<file path="config.mk">
export PLATFORM = sky130hd
export DESIGN_NAME = bus_arbiter
export DESIGN_NICKNAME = d
export VERILOG_FILES = /design/src/rtl/bus_arbiter.sv
export SDC_FILE = /design/constraint.sdc
export NUM_CORES = 1
export LEC_CHECK = 0
export BUFFER_PORTS_ARGS = -buffer_cell sky130_fd_sc_hd__buf_2
export CORE_AREA = 3 3 116 118
export CTS_BUF_LIST = sky130_fd_sc_hd__clkbuf_4 sky130_fd_sc_hd__clkbuf_8
export CTS_CLUSTER_DIAMETER = 30
export DETAILED_ROUTE_END_ITERATION = 8
export DIE_AREA = 0 0 119 121
export PLACE_DENSITY_LB_ADDON = 0.1
export SLEW_MARGIN = 20
export SYNTH_ARGS = -nofsm -noshare
export SYNTH_HDL_FRONTEND = slang
export SYNTH_SLANG_ARGS = --single-unit
export TNS_END_PERCENT = 100
</file>
<file path="constraint.sdc">
create_clock -name clock -period 2.3 [get_ports clock]
set_input_delay 0.46 -clock clock [delete_from_list [all_inputs] [get_ports clock]]
set_output_delay 0.46 -clock clock [all_outputs]
set_load 0.01 [all_outputs]
</file>
<file path="src/rtl/bus_arbiter.sv">
// Two-master RAM bus arbiter: round-robin with a MAX_BURST window; optional BUS_ARBITER_STATS_EN counters.
// Latency: ack is combinational with req; read rvalid/data follow one cycle after the read ack.
// Backpressure: a losing master keeps req asserted with stable addr/data/mask until it sees its ack.
module bus_arbiter #(
    parameter int MAX_BURST = 4
) (
    input  logic        clock,
    input  logic        reset,
    input  logic        m0_req,
    input  logic [29:0] m0_addr,
    input  logic [31:0] m0_data_w,
    input  logic [3:0]  m0_mask_w,
    output logic        m0_ack,
    output logic        m0_rvalid,
    output logic [31:0] m0_data_r,
    input  logic        m1_req,
    input  logic [29:0] m1_addr,
    input  logic [31:0] m1_data_w,
    input  logic [3:0]  m1_mask_w,
    output logic        m1_ack,
    output logic        m1_rvalid,
    output logic [31:0] m1_data_r,
    output logic [29:0] bus_addr,
    output logic [31:0] bus_data_w,
    output logic [3:0]  bus_mask_w,
`ifdef BUS_ARBITER_STATS_EN
    output logic [31:0] m0_grants,
    output logic [31:0] m1_grants,
    output logic [31:0] contention,
`endif
    input  logic [31:0] bus_data_r
);

    localparam int CW = $clog2(MAX_BURST + 1);
    localparam logic [CW-1:0] BURST_LIMIT = CW'(MAX_BURST);

    typedef enum logic [1:0] {
        IDLE = 2'd0,
        OWN0 = 2'd1,
        OWN1 = 2'd2
    } owner_t;

    owner_t          owner_q, owner_d;
    logic [CW-1:0]   burst_q, burst_d;
    logic            gnt0, gnt1;
    logic [29:0]     hold_addr_q;
    logic [31:0]     hold_data_q;
    logic            rvalid0_q, rvalid1_q;

    // Arbitration and next-state; reset forces no grant so the bus stays quiet while held.
    always_comb begin
        gnt0    = 1'b0;
        gnt1    = 1'b0;
        owner_d = IDLE;
        burst_d = '0;

        if (!reset) begin
            if (m0_req && m1_req) begin
                case (owner_q)
                    OWN0: begin
                        gnt0 = (burst_q < BURST_LIMIT);
                        gnt1 = !(burst_q < BURST_LIMIT);
                    end
                    OWN1: begin
                        gnt1 = (burst_q < BURST_LIMIT);
                        gnt0 = !(burst_q < BURST_LIMIT);
                    end
                    default: gnt0 = 1'b1;
                endcase
            end else begin
                gnt0 = m0_req;
                gnt1 = m1_req;
            end
        end

        if (gnt0) begin
            owner_d = OWN0;
            if (owner_q == OWN0)
                burst_d = (burst_q < BURST_LIMIT) ? burst_q + CW'(1) : burst_q;
            else
                burst_d = CW'(1);
        end else if (gnt1) begin
            owner_d = OWN1;
            if (owner_q == OWN1)
                burst_d = (burst_q < BURST_LIMIT) ? burst_q + CW'(1) : burst_q;
            else
                burst_d = CW'(1);
        end
    end

    always_comb begin
        bus_addr   = hold_addr_q;
        bus_data_w = hold_data_q;
        bus_mask_w = 4'b0000;
        if (gnt0) begin
            bus_addr   = m0_addr;
            bus_data_w = m0_data_w;
            bus_mask_w = m0_mask_w;
        end else if (gnt1) begin
            bus_addr   = m1_addr;
            bus_data_w = m1_data_w;
            bus_mask_w = m1_mask_w;
        end
    end

    assign m0_ack    = gnt0;
    assign m1_ack    = gnt1;
    assign m0_rvalid = rvalid0_q;
    assign m1_rvalid = rvalid1_q;
    assign m0_data_r = bus_data_r;
    assign m1_data_r = bus_data_r;

    always_ff @(posedge clock or posedge reset) begin
        if (reset) begin
            owner_q <= IDLE;
            burst_q <= '0;
        end else begin
            owner_q <= owner_d;
            burst_q <= burst_d;
        end
    end

    // The RAM returns data one cycle after address, so rvalid is just a delayed read-ack.
    always_ff @(posedge clock or posedge reset) begin
        if (reset) begin
            rvalid0_q   <= 1'b0;
            rvalid1_q   <= 1'b0;
            hold_addr_q <= '0;
            hold_data_q <= '0;
        end else begin
            rvalid0_q <= gnt0 && (m0_mask_w == 4'b0000);
            rvalid1_q <= gnt1 && (m1_mask_w == 4'b0000);
            if (gnt0 || gnt1) begin
                hold_addr_q <= bus_addr;
                hold_data_q <= bus_data_w;
            end
        end
    end

`ifdef BUS_ARBITER_STATS_EN
    always_ff @(posedge clock or posedge reset) begin
        if (reset) begin
            m0_grants  <= '0;
            m1_grants  <= '0;
            contention <= '0;
        end else begin
            if (gnt0)
                m0_grants <= m0_grants + 32'd1;
            if (gnt1)
                m1_grants <= m1_grants + 32'd1;
            if (m0_req && m1_req)
                contention <= contention + 32'd1;
        end
    end
`endif

endmodule

</file>
==> results.toml <==
[critical_path]
reg2reg_from = "owner_q[0]"
startpoint_type = "register"
r2r_slack_ns = 0.40
crit_required_ns = 1.84
criticalPathCategory = "register to output port"
r2r_cells = 10
r2r_end = "hold_addr_q[18]"
worstPathMaxFanout = 26
cp-end-kind = "output port"
crit_arrival_ns = 2.17

[synth]
synth.area.top_cells = "dfrtp_1 41%, a21oi_1 15%, buf_4 11%"
synthesis.area_um2 = 4200
synthFlopType = "dfrtp_1"
yosysWarnings = 0
synth_top_family_by_area = "compound AO/OA/AOI/OAI gates"
synthDistinctLibCells = 26
synth_fa_ha_area_frac = 0.0149
synth-edff-count = 0
synth.most_common_cell = "a21oi_1"
synth_xor_area_frac = 0.00208
yosys-top-cells-count = "127 x a21oi_1, 69 x dfrtp_1, 67 x nor2_1"
yosysSeqAreaShare = 0.411
async_reset_ff_frac = 1.00
synth_simple_gate_area_frac = 0.133
syn_inst = 521
synth_seq_cells = 69
yosys-mux-area-fraction = 0.00476
yosysTopAreaCell = "dfrtp_1"
synth_top_area_frac = 0.411
synth_nets = 694
synth-compound-area-share = 0.263
avgSynthCellArea_um2 = 8.07

[cells_and_area]
finalNonFillerCells = 892
n_fill_cell = 1170
utilization = 0.550
fin_nets = 888
insertedDiodeCount = 0
area_delta_synth_final_pct = 64.4
drive_gt1_frac = 0.582

[job]
drv_cap = 0

[routing]
routed_wirelength_um = 14400
drt_iter0_drc = 204
via_count = 4454
ant_nets = 0
drcViolationCount = 0
dr.pass1.iters = 4
wire_per_inst_um = 16.1
vias_per_cell = 4.99

[status]
violations = "negative setup slack"
status = "finished with violations"

[place]
place.gp.congestion = 0.798
dp_hpwl_um = 9100
dp_cells = 851
dp_slack_ns = -0.0513
io_buffers = 205

[grt]
grt_pass1_wl_um = 22600
antenna_found_initial = 0
grt_pass1_vias = 4594
busiest_layer = "met2"
grt-ovfl-total = 0
track_usage = 0.195
grt_max_degree = 38
grt_util_met1 = 0.249
grtUsageMet2 = 0.324
met3_usage = 0.0438

[sta]
post-route-period-util = 1.14
slew_viol_final = 0
max-slew-margin-rel = 0.516
rsz0062_at_grt = "true"
hold_viol = 0
fin_crit_ns = 2.63
tightest_slew_ns = 0.725
setup_ws_ns = -0.333
setup_viol = 66
finalSetupTns_ns = -17.52
skew_ns = 0.00714
max_freq_mhz = 380

[clocking]
root_buffer = "clkbuf_8"
cts_sinks = 69
h-tree-depth = 3
worstSkewPairLatency_ns = 0.34
cts_tree = "yes"
clk_pin_slew_worst_paths_ns = 0.08
cts_buffers = 9
hold_buffers = 0
clockBufferDepth = 2

[die]
die_y_um = 121
chipWidth_um = 119
core.rowCount = 41
boundaryPins = 302
dieArea_um2 = 14400
coreArea_um2 = 12600
start_util = 0.334

[hold_path]
hp-class = "input port to asynchronous set/reset pin"

[pwr]
ir_drop_v = 0.000319
power.density_nw_per_um2 = 636
p_leak_uw = 0.00311
-- state kept, by name, summed over array words and instances, names as in the netlist --
signal       cells
owner_q          2
hold_data_q     32
hold_addr_q     30
m0_rvalid        1
m1_rvalid        1
burst_q          3
-- per-stage QoR --
step                      cell area, um2  total power (uW)  hold WS (ns)
after floorplan                     4200              2230         0.499
after global placement              5250              2610         0.503
after detailed placement            5250              2620         0.512
after CTS                           6460              4320         0.338
after global routing                6910              4650         0.362
final                               6910              4400         0.363
-- area by class of cell --
cell class | instances | area, um2 | share of cell area
Tap cell | 172 | 215 | 0.0311
Clock inverter | 6 | 158 | 0.0228
Multi-Input combinational cell | 347 | 2660 | 0.385
Clock buffer | 10 | 138 | 0.0199
Sequential cell | 69 | 1730 | 0.250
Inverter | 6 | 40.0 | 0.00579
Timing Repair Buffer | 282 | 1970 | 0.285
-- critical path, cell delays in order (launching register included) --
cell and delay, ns:
dfrtp_1 0.41, buf_4 0.16, ha_4 0.16, mux2i_4 0.17, nand2_2 0.12, buf_12 0.15
buf_12 0.17, a31oi_2 0.22, a21oi_1 0.10, buf_2 0.15
-- worst max-delay path by stage --
stage | slack (ns) | to | depth (start not counted) | startpoint
floorplan | 0.10 | burst_q[0] | 1 | reset
global placement | -0.05 | bus_addr[6] | 8 | owner_q[0]
detailed placement | -0.05 | bus_addr[6] | 8 | owner_q[0]
CTS | -0.31 | bus_data_w[13] | 9 | owner_q[0]
global route | -0.40 | bus_addr[0] | 9 | owner_q[0]
finish | -0.33 | bus_data_w[8] | 9 | owner_q[0]
-- repair_timing --
item	4_1_cts	5_1_grt
cloned	8	1
gates resized for setup	118	68
setup buffers	8	9
endpoints found under the setup margin	68	68
pin swaps	15	20
hold endpoints to repair	0	0
-- power breakdown --
group          switching, uW  total [uW]  internal [uW]  leakage [uW]
sequential              53.2        1460           1410      0.000804
clock                    474        1440            970      0.000143
combinational            818        1490            677       0.00217
-- layer usage --
layer | vias to the layer above | share of wire
met5 | - | 0
met4 | 0 | 0.017
met3 | 18 | 0.068
met2 | 179 | 0.48
met1 | 2110 | 0.43
li1 | 2147 | -
-- cells by family (layout without fill, tap and decap cells) --
family | count (synthesis) | after routing
buf+inv | 105 | 304
simple gates | 141 | 141
fa+ha+maj | 5 | 5
flops | 69 | 69
xor+xnor | 1 | 1
compound gates | 198 | 198
mux | 2 | 2
-- placed cells by master, fill, tap and decap left out, drive strengths merged --
cell type	n
a22o	4
clkinv	1
o21ai	1
ha	5
bufinv	5
a211o	1
nor2b	2
clkinvlp	1
a21bo	1
nand2	65
a31o	1
mux2i	2
or4	2
a31oi	63
nand2b	2
dfrtp	69
nand3	3
xnor2	1
a21oi	127
clkbuf	11
nor2	67
inv	5
buf	281
(Power assumes the default switching activity.)
